===== src/rtl/ro_puf_pkg.sv =====
// Shared types and helpers for the ring-oscillator PUF measurement engine.
package ro_puf_pkg;

    typedef enum logic [2:0] {
        IDLE,
        SETTLE,
        COUNT,
        COMPARE,
        DONE
    } state_t;

    localparam int unsigned SETTLE_CYC = 3;

    // Oscillator index for base + offset, wrapping inside a power-of-two bank.
    function automatic int unsigned pair_index(input int unsigned base,
                                               input int unsigned offset,
                                               input int unsigned num_ro);
        return (base + offset) & (num_ro - 1);
    endfunction

endpackage


===== src/rtl/ro_edge_counter.sv =====
// Selects one oscillator, synchronises it into clk and counts its rising edges
// with a saturating counter.
module ro_edge_counter #(
    parameter int unsigned NUM_RO = 16,
    parameter int unsigned SEL_W  = 4,
    parameter int unsigned CNT_W  = 16
) (
    input  logic              clk,
    input  logic              rst_n,
    input  logic [NUM_RO-1:0] ro_in,
    input  logic [SEL_W-1:0]  sel,
    input  logic              clr,
    input  logic              en,
    output logic [CNT_W-1:0]  cnt
);

    logic sync_1;
    logic sync_2;
    logic prev;
    logic rise_c;

    assign rise_c = sync_2 & ~prev;

    // Two-flop synchroniser, edge-detect flop and saturating counter.
    always_ff @(posedge clk or negedge rst_n) begin
        if (!rst_n) begin
            sync_1 <= 1'b0;
            sync_2 <= 1'b0;
            prev   <= 1'b0;
            cnt    <= '0;
        end else begin
            sync_1 <= ro_in[sel];
            sync_2 <= sync_1;
            prev   <= sync_2;
            if (clr) begin
                cnt <= '0;
            end else if (en && rise_c && (cnt != {CNT_W{1'b1}})) begin
                cnt <= cnt + CNT_W'(1);
            end
        end
    end

endmodule


===== src/rtl/ro_puf_engine.sv =====
// Ring-oscillator PUF measurement controller: runs RESP_BITS pairwise frequency
// comparisons per challenge and reports a response word plus a tie mask.
module ro_puf_engine
    import ro_puf_pkg::*;
#(
    parameter int unsigned NUM_RO    = 16,
    parameter int unsigned SEL_W     = 4,
    parameter int unsigned CNT_W     = 16,
    parameter int unsigned WIN_W     = 12,
    parameter int unsigned RESP_BITS = 8
) (
    input  logic                 clk,
    input  logic                 rst_n,
    input  logic                 ena,
    input  logic                 start,
    input  logic [SEL_W-1:0]     challenge,
    input  logic [WIN_W-1:0]     win_len,
    input  logic [NUM_RO-1:0]    ro_in,
    output logic [NUM_RO-1:0]    ro_en,
    output logic                 busy,
    output logic [RESP_BITS-1:0] resp,
    output logic [RESP_BITS-1:0] tie_mask,
    output logic                 resp_valid
);

    localparam int unsigned K_W   = (RESP_BITS > 1) ? $clog2(RESP_BITS) : 1;
    localparam int unsigned SET_W = 2;

    state_t               state, state_d;
    logic [SEL_W-1:0]     base, base_d;
    logic [WIN_W-1:0]     win, win_d;
    logic [WIN_W-1:0]     win_cnt, win_cnt_d;
    logic [K_W-1:0]       k, k_d;
    logic [SET_W-1:0]     set_cnt, set_cnt_d;
    logic [RESP_BITS-1:0] resp_sh, resp_sh_d;
    logic [RESP_BITS-1:0] tie_sh, tie_sh_d;
    logic [RESP_BITS-1:0] resp_d, tie_mask_d;
    logic [NUM_RO-1:0]    ro_en_d;
    logic                 busy_d;
    logic                 resp_valid_d;

    logic [SEL_W-1:0]     sel_a_c, sel_b_c;
    logic                 cnt_clr_c, cnt_en_c;
    logic [CNT_W-1:0]     cnt_a, cnt_b;

    function automatic logic [SEL_W-1:0] osc_a(input logic [SEL_W-1:0] b,
                                               input logic [K_W-1:0]   kk);
        return SEL_W'(pair_index(32'(b), 32'(kk) << 1, NUM_RO));
    endfunction

    function automatic logic [SEL_W-1:0] osc_b(input logic [SEL_W-1:0] b,
                                               input logic [K_W-1:0]   kk);
        return SEL_W'(pair_index(32'(b), (32'(kk) << 1) + 32'd1, NUM_RO));
    endfunction

    function automatic logic [NUM_RO-1:0] pair_mask(input logic [SEL_W-1:0] b,
                                                    input logic [K_W-1:0]   kk);
        return (NUM_RO'(1) << osc_a(b, kk)) | (NUM_RO'(1) << osc_b(b, kk));
    endfunction

    assign sel_a_c   = osc_a(base, k);
    assign sel_b_c   = osc_b(base, k);
    assign cnt_clr_c = (state == SETTLE);
    assign cnt_en_c  = (state == COUNT);

    ro_edge_counter #(.NUM_RO(NUM_RO), .SEL_W(SEL_W), .CNT_W(CNT_W)) u_cnt_a (
        .clk   (clk),
        .rst_n (rst_n),
        .ro_in (ro_in),
        .sel   (sel_a_c),
        .clr   (cnt_clr_c),
        .en    (cnt_en_c),
        .cnt   (cnt_a)
    );

    ro_edge_counter #(.NUM_RO(NUM_RO), .SEL_W(SEL_W), .CNT_W(CNT_W)) u_cnt_b (
        .clk   (clk),
        .rst_n (rst_n),
        .ro_in (ro_in),
        .sel   (sel_b_c),
        .clr   (cnt_clr_c),
        .en    (cnt_en_c),
        .cnt   (cnt_b)
    );

    always_ff @(posedge clk or negedge rst_n) begin
        if (!rst_n) begin
            state      <= IDLE;
            base       <= '0;
            win        <= '0;
            win_cnt    <= '0;
            k          <= '0;
            set_cnt    <= '0;
            resp_sh    <= '0;
            tie_sh     <= '0;
            ro_en      <= '0;
            busy       <= 1'b0;
            resp       <= '0;
            tie_mask   <= '0;
            resp_valid <= 1'b0;
        end else begin
            state      <= state_d;
            base       <= base_d;
            win        <= win_d;
            win_cnt    <= win_cnt_d;
            k          <= k_d;
            set_cnt    <= set_cnt_d;
            resp_sh    <= resp_sh_d;
            tie_sh     <= tie_sh_d;
            ro_en      <= ro_en_d;
            busy       <= busy_d;
            resp       <= resp_d;
            tie_mask   <= tie_mask_d;
            resp_valid <= resp_valid_d;
        end
    end

    // Enables are loaded on entry to SETTLE so they are already valid while it runs.
    always_comb begin
        state_d      = state;
        base_d       = base;
        win_d        = win;
        win_cnt_d    = win_cnt;
        k_d          = k;
        set_cnt_d    = set_cnt;
        resp_sh_d    = resp_sh;
        tie_sh_d     = tie_sh;
        ro_en_d      = ro_en;
        busy_d       = busy;
        resp_d       = resp;
        tie_mask_d   = tie_mask;
        resp_valid_d = 1'b0;

        case (state)
            IDLE: begin
                if (start && ena) begin
                    state_d   = SETTLE;
                    base_d    = challenge;
                    win_d     = (win_len == '0) ? WIN_W'(1) : win_len;
                    k_d       = '0;
                    set_cnt_d = '0;
                    busy_d    = 1'b1;
                    ro_en_d   = pair_mask(challenge, '0);
                end
            end
            SETTLE: begin
                if (set_cnt == SET_W'(SETTLE_CYC - 1)) begin
                    state_d   = COUNT;
                    win_cnt_d = '0;
                end else begin
                    set_cnt_d = set_cnt + SET_W'(1);
                end
            end
            COUNT: begin
                if (win_cnt == win - WIN_W'(1)) begin
                    state_d = COMPARE;
                    ro_en_d = '0;
                end else begin
                    win_cnt_d = win_cnt + WIN_W'(1);
                end
            end
            COMPARE: begin
                resp_sh_d[k] = (cnt_a > cnt_b);
                tie_sh_d[k]  = (cnt_a == cnt_b);
                if (k == K_W'(RESP_BITS - 1)) begin
                    state_d      = DONE;
                    resp_d       = resp_sh_d;
                    tie_mask_d   = tie_sh_d;
                    resp_valid_d = 1'b1;
                    busy_d       = 1'b0;
                end else begin
                    state_d   = SETTLE;
                    k_d       = k + K_W'(1);
                    set_cnt_d = '0;
                    ro_en_d   = pair_mask(base, k + K_W'(1));
                end
            end
            DONE: begin
                state_d = IDLE;
            end
            default: begin
                state_d = IDLE;
            end
        endcase

        // Dropping ena abandons the run without touching the published result.
        if ((state != IDLE) && !ena) begin
            state_d      = IDLE;
            ro_en_d      = '0;
            busy_d       = 1'b0;
            resp_valid_d = 1'b0;
            resp_d       = resp;
            tie_mask_d   = tie_mask;
        end
    end

endmodule


===== config.mk =====
export PLATFORM = sky130hd
export DESIGN_NAME = ro_puf_engine
export DESIGN_NICKNAME = d
export VERILOG_FILES = /design/src/rtl/ro_puf_pkg.sv /design/src/rtl/ro_edge_counter.sv /design/src/rtl/ro_puf_engine.sv
export SDC_FILE = /design/constraint.sdc
export NUM_CORES = 1
export LEC_CHECK = 0
export ABC_AREA = 0
export CAP_MARGIN = 20
export CELL_PAD_IN_SITES_DETAIL_PLACEMENT = 1
export CELL_PAD_IN_SITES_GLOBAL_PLACEMENT = 1
export CORE_MARGIN = 8
export CORE_UTILIZATION = 45
export CTS_CLUSTER_DIAMETER = 30
export DETAILED_ROUTE_END_ITERATION = 8
export DONT_BUFFER_PORTS = 1
export PLACE_DENSITY = 0.85
export SYNTH_ARGS = -nofsm -noshare
export SYNTH_HDL_FRONTEND = slang
export SYNTH_SLANG_ARGS = --single-unit

===== constraint.sdc =====
create_clock -name clk -period 3.83 [get_ports clk]
set_input_delay 0.5745 -clock clk [delete_from_list [all_inputs] [get_ports clk]]
set_output_delay 0.5745 -clock clk [all_outputs]
set_load 0.02 [all_outputs]

# Yosys cells after proc, flatten, opt, wreduce, memory -nomap -nowiden

Cells that the tools add are included.
Widths: inputs -> output; s select.

Register bits: 124
Output and inout bits: 34
Logic and storage cells: 136

Add/sub/neg operators: 13
Magnitude comparators: 5
Equality and inequality tests: 19
Shift-type cells: 4
Muxes and demuxes: 41
Bitwise operators: 7
Reductions and logical operators: 26

Operator list:

| operator              | number |
|---|---|
| $mux 16               | 8 |
| $shl 1x4->16 const A  | 4 |
| $pmux 16 s3           | 1 |
| $mux 12               | 3 |
| $add 16x1->16 const B | 2 |
| $ne 16x16->1 const B  | 2 |
| $or 16x16->16         | 2 |
| $pmux 12 s2           | 1 |
| $mux 3                | 7 |
| $add 4x4->4           | 4 |
| $bwmux 8              | 2 |
| $eq 16x16->1          | 1 |
| $gt 16x16->1          | 1 |
| $reduce_and 3->1      | 5 |
| $add 12x1->12 const B | 1 |
| $add 4x1->4 const B   | 3 |
| $eq 12x12->1          | 1 |
| $logic_not 12->1      | 1 |
| $ne 3x3->1 const B    | 4 |
| $pmux 3 s4            | 1 |
| $sub 12x1->12 const B | 1 |
| $lt 4x5->1 const B    | 2 |
| $mux 1                | 9 |
| $reduce_bool 3->1     | 3 |
| 26 further kinds      | 46 |

# Depth between registers and ports, before layout

Depth in word-level cells: 8
Mapped depth: 10
Gate-level depth less buffers: 9

# Hierarchy

A second synthesis with hierarchy kept.

Cells, all modules: 830
Area total of the unflattened synthesis: 7778.7 µm²

Modules (own cells, without submodules):

| module          | instances | cells each | area an instance (µm²) |
|---|---|---|---|
| ro_puf_engine   | 1         | 620        | 5549.1 |
| ro_edge_counter | 2         | 105        | 1114.8 |

# Worst setup path after synthesis

Ideal clock, no wire load.

Path kind: register -> register
Start: register base[0]
End: register u_cnt_b.sync_1
Setup time: 0.138 ns
Data arrival time: 2.716 ns
Slack: 0.976 ns
Stages on the path, launching flop included: 7
Path buffers: 2
Path through: dfrtp_1 clkbuf_1 buf_1 inv_1 fa_1 mux4_2 mux4_2

Longest elaborated chain between the ends: 3

Ends and longest elaborated chain:

| what                         | line                  | text |
|---|---|---|
| from (decl)                  | ro_puf_engine.sv:30   | `logic [SEL_W-1:0] base, base_d;` |
| from (signal assigned)       | ro_puf_engine.sv:103  | `base <= base_d;` |
| $add 4x4->4                  | ro_puf_pkg.sv:18      | `return (base + offset) & (num_ro - 1);` |
| $bmux 1 s4                   | ro_edge_counter.sv:32 | `sync_1 <= ro_in[sel];` |
| $mux 1 (implied by the code) | ro_edge_counter.sv:32 |  |
| to (signal assigned)         | ro_edge_counter.sv:32 |  |
| to (decl)                    | ro_edge_counter.sv:17 | `logic sync_1;` |

No other way between the ends. The select of a mux whose other input is x is not followed.
A chain may end at the register's enable or synchronous reset.

# Worst setup path in the final report

Start: register win[0]
End: register ro_en[3]

Longest elaborated chain between the ends: 4

Ends and longest elaborated chain:

| what                              | line                 | text |
|---|---|---|
| from (decl)                       | ro_puf_engine.sv:31  | `logic [WIN_W-1:0] win, win_d;` |
| from (signal assigned)            | ro_puf_engine.sv:104 | `win <= win_d;` |
| $sub 12x1->12                     | ro_puf_engine.sv:155 | `if (win_cnt == win - WIN_W'(1)) begin` |
| $eq 12x12->1                      | ro_puf_engine.sv:155 |  |
| $ne 3x3->1 (no source line)       | --                   |  |
| $reduce_and 4->1 (no source line) | --                   |  |
| to (signal assigned)              | ro_puf_engine.sv:110 | `ro_en <= ro_en_d;` |
| to (decl)                         | ro_puf_engine.sv:19  | `output logic [NUM_RO-1:0] ro_en,` |

No other way between the ends.

==> summary.md <==
| Metric | Value |
|---|---|
| Routability Congestion | 0.795 |
| Total placed instance area | 0.00745 mm² |
| Syn Std Cell Area | 0.00728 mm² |
| Leakage Power | 3.48 nW |
| Dpl ws | 0.848 ns |
| Min setup slack post-route | 0.768 ns |
| Total track usage | 0.204 |
| Io pins | 70 |
| CTS Buf Count | 17 |
| First-pass GRT wire length | 33.0 mm |
| Antenna diode instance count | 0 |
| Slew HR | 0.381 |
| Fill count | 1744 |
| Starting Density | 0.460 |
| Synth Instances | 736 |
| Power per cell area | 579 mW/mm² |
| Synth Net Count | 805 |
| Number of remaining DRC errors | 0 |
| Die width | 143 µm |
| Initial antenna violation count | 0 |
| Critical setup path kind | reg2reg |
| Multi-input gate area | 0.00389 mm² |
| Clock buffer depth | 2 |
| RSZ-0062 raised after global routing | false |
| Final wirelength | 20.0 mm |
| Yosys cell types | 58 |
| Core box area | 0.0158 mm² |
| Final number of setup-violating endpoints | 0 |
| Worst path buffer plus inverter count | 2 |
| CP Cell Sequence | inv_1 -> ha_1 -> or4b_4 -> or4_1 -> o211ai_1 -> nor2_1 -> nor4_4 -> buf_4 -> o21ai_2 -> o2bb2ai_1 |
| Final TNS setup | 0 ns |
| Status | complete, no violations |
| CTS tree | yes |
| Count of input and output buffers | 0 |
| Clock latency on the worst-skew pair | 0.43 ns |
| Final net count | 798 |
| Synth async-reset ratio | 1.00 |
| Share of layout cells above drive strength 1 | 0.112 |
| Seq. cell area | 0.00310 mm² |
| Post-cts gate resize count | 0 |
| Fin crit period | 3.06 ns |
| Final-report hold violation count | 0 |
| First-pass DRT Iterations | 7 |
| Initial drt markers | 462 |
| Area of the die | 0.0205 mm² |
| Crit path max-delay family | simple AND/OR/NAND/NOR gates |
| Slew Limit Fails | 0 |
| Hold Path Class | in2async |
| Vias/cell | 6.05 |
| CTS sink count | 124 |
| Synthesis-to-layout area growth | 11.6% |
| Vias | 5794 |
| Mapped Avg Cell Area | 9.89 µm² |
| GRT Residual Overflow | 0 |
| Worst Setup Start Kind | register |
| Register area share after synthesis | 0.426 |
| Crit end category | register |
| Peak per-stage delay on the critical path | 0.51 ns |
| Post-DR wirelength/cell | 20.9 µm |
| FF+latch count, synth | 124 |
| Post-synth EDFFs | 0 |
| Clock Root Buffer | clkbuf_16 |
| Antenna viol nets, final | 0 |
| Final Cell Area | 0.00812 mm² |
| Ys flop type | dfrtp_1 |
| Peak VDD IR | 0.426 mV |
| HPWL after detailed placement | 14.0 mm |
| Post-CTS Setup Bufs | 0 |
| CP Max Fanout | 18 |
| Vias in the first global route | 6449 |
| Yosys warns | 0 |
| Worst Tran Pin Value | 0.921 ns |
| Arrival @ worst endpoint | 3.35 ns |
| Placed cell count | 925 |
| Num rows | 46 |
| Pin count of the biggest net entering global routing | 125 |
| Min Hold Slack | 0.100 ns |
| Post-Layout Cell Count | 958 |
| Die Span Y | 143 µm |
| Max stage delay cell, worst path | or4_1 |
| Reg clk slew, reported paths | 0.06 ns |
| F_max | 327 MHz |
| Period utilization | 0.800 |
| Critical Path RT | 4.12 ns |
| Clock Skew | 0.00911 ns |
| Max-cap viol count | 0 |
| CTS HTree Levels | 4 |
-- logic make-up (layout without fill, tap and decap cells) --
group | count (synthesis) | in the layout | share of synthesized area
buffers and inverters | 70 | 76 | 0.0387
adder cells (fa/ha/maj) | 33 | 33 | 0.0609
AND/OR/NAND/NOR | 266 | 266 | 0.187
flip-flops | 124 | 124 | 0.426
XOR/XNOR | 45 | 45 | 0.0542
multiplexers | 56 | 56 | 0.0987
AO/OA/AOI/OAI | 142 | 142 | 0.134
-- layout make-up --
class	instances	share of cell area
clock buffers	20	0.0562
clock inverters	12	0.0228
inverters	36	0.0166
multi-input cells	542	0.479
flip-flops and latches	124	0.382
well taps	216	0.0333
repair buffers	8	0.00986
-- final timing paths --
path	endpoint	cells after the start	slack (ns)	start
worst max-delay path	ro_en[3]	10	0.77	win[0]
worst min-delay path	u_cnt_a.cnt[11]	1	0.10	rst_n
worst max register to register	ro_en[3]	10	0.77	win[0]
worst min register to register	u_cnt_b.prev	0	0.37	u_cnt_b.sync_2
max in group asynchronous	k[1]	1	3.21	rst_n
min in group clk	state[0]	2	0.27	ena
-- synthesized netlist by cell type (3+ instances only) --
cell type  count  area [µm²]
dfrtp_1      124        3100
nand2_1       66         248
nor2_1        62         233
o21ai_0       36         180
inv_1         35         131
a21oi_1       31         155
clkbuf_1      29         109
ha_1          29         363
xnor2_1       29         254
mux2_2        26         293
nor3_1        21         105
mux2i_1       20         200
nand3_1       19        95.1
o2bb2ai_1     16         140
or3_1         16         100
xor2_1        16         140
nand4_1       15        93.8
a222oi_1      12         120
and3_1        10        62.6
mux4_2        10         225
nand2b_1      10        62.6
o31ai_1       10        75.1
and2_1         7        43.8
nor2b_1        6        37.5
or4_1          6        45.0
a21o_1         5        37.5
a221oi_1       5        43.8
and4_1         5        43.8
nor3b_1        5        37.5
nor4_1         5        31.3
a31oi_1        4        25.0
fa_1           4        80.1
nand3b_1       4        30.0
o211ai_1       3        22.5
o22ai_1        3        18.8
-- sequential cells by signal (all words and copies together) (netlist names), 4 cells and up --
signal and flops:
tie_mask 8, win_cnt 12, u_cnt_b.cnt 16, resp_sh 8
win 12, base 4, ro_en 16, resp 8
tie_sh 8, u_cnt_a.cnt 16
-- report_power, final --
part / switching, W / internal, W
combinational: 0.000703 / 0.000514
sequential: 0.000252 / 0.00147
clock: 0.000627 / 0.00113
total: 0.00158 / 0.00312
-- timing repair --
item / CTS / global route
endpoints found under the hold margin: 124 / 0
hold buffers: 1 / 0
setup endpoints to repair: 0 / 0
-- per-stage QoR --
stage / power, W / utilization
final: 0.00470 / 0.513
after global routing: 0.00493 / 0.513
after CTS: 0.00473 / 0.513
after detailed placement: 0.00291 / 0.471
after global placement: 0.00283 / 0.471
after floorplan: 0.00262 / -
-- placed cells by master (no fill, tap or decap), types with 20 or more instances in the layout --
cell / Yosys / routed
mux2i_1: 20 / 20
a21oi_1: 31 / 31
xnor2_1: 29 / 29
inv_1: 35 / 35
ha_1: 29 / 29
mux2_2: 26 / 26
nand2_1: 66 / 66
nor2_1: 62 / 62
nor3_1: 21 / 21
dfrtp_1: 124 / 124
o21ai_0: 36 / 36
-- routing by layer --
layer,up-vias,part of all wire,global-route usage
met4,0,0.020,0.0923
li1,2661,-,-
met5,-,0,0
met2,127,0.53,0.362
met1,2969,0.41,0.232
met3,37,0.042,0.0404
(Power assumes the default switching activity.)
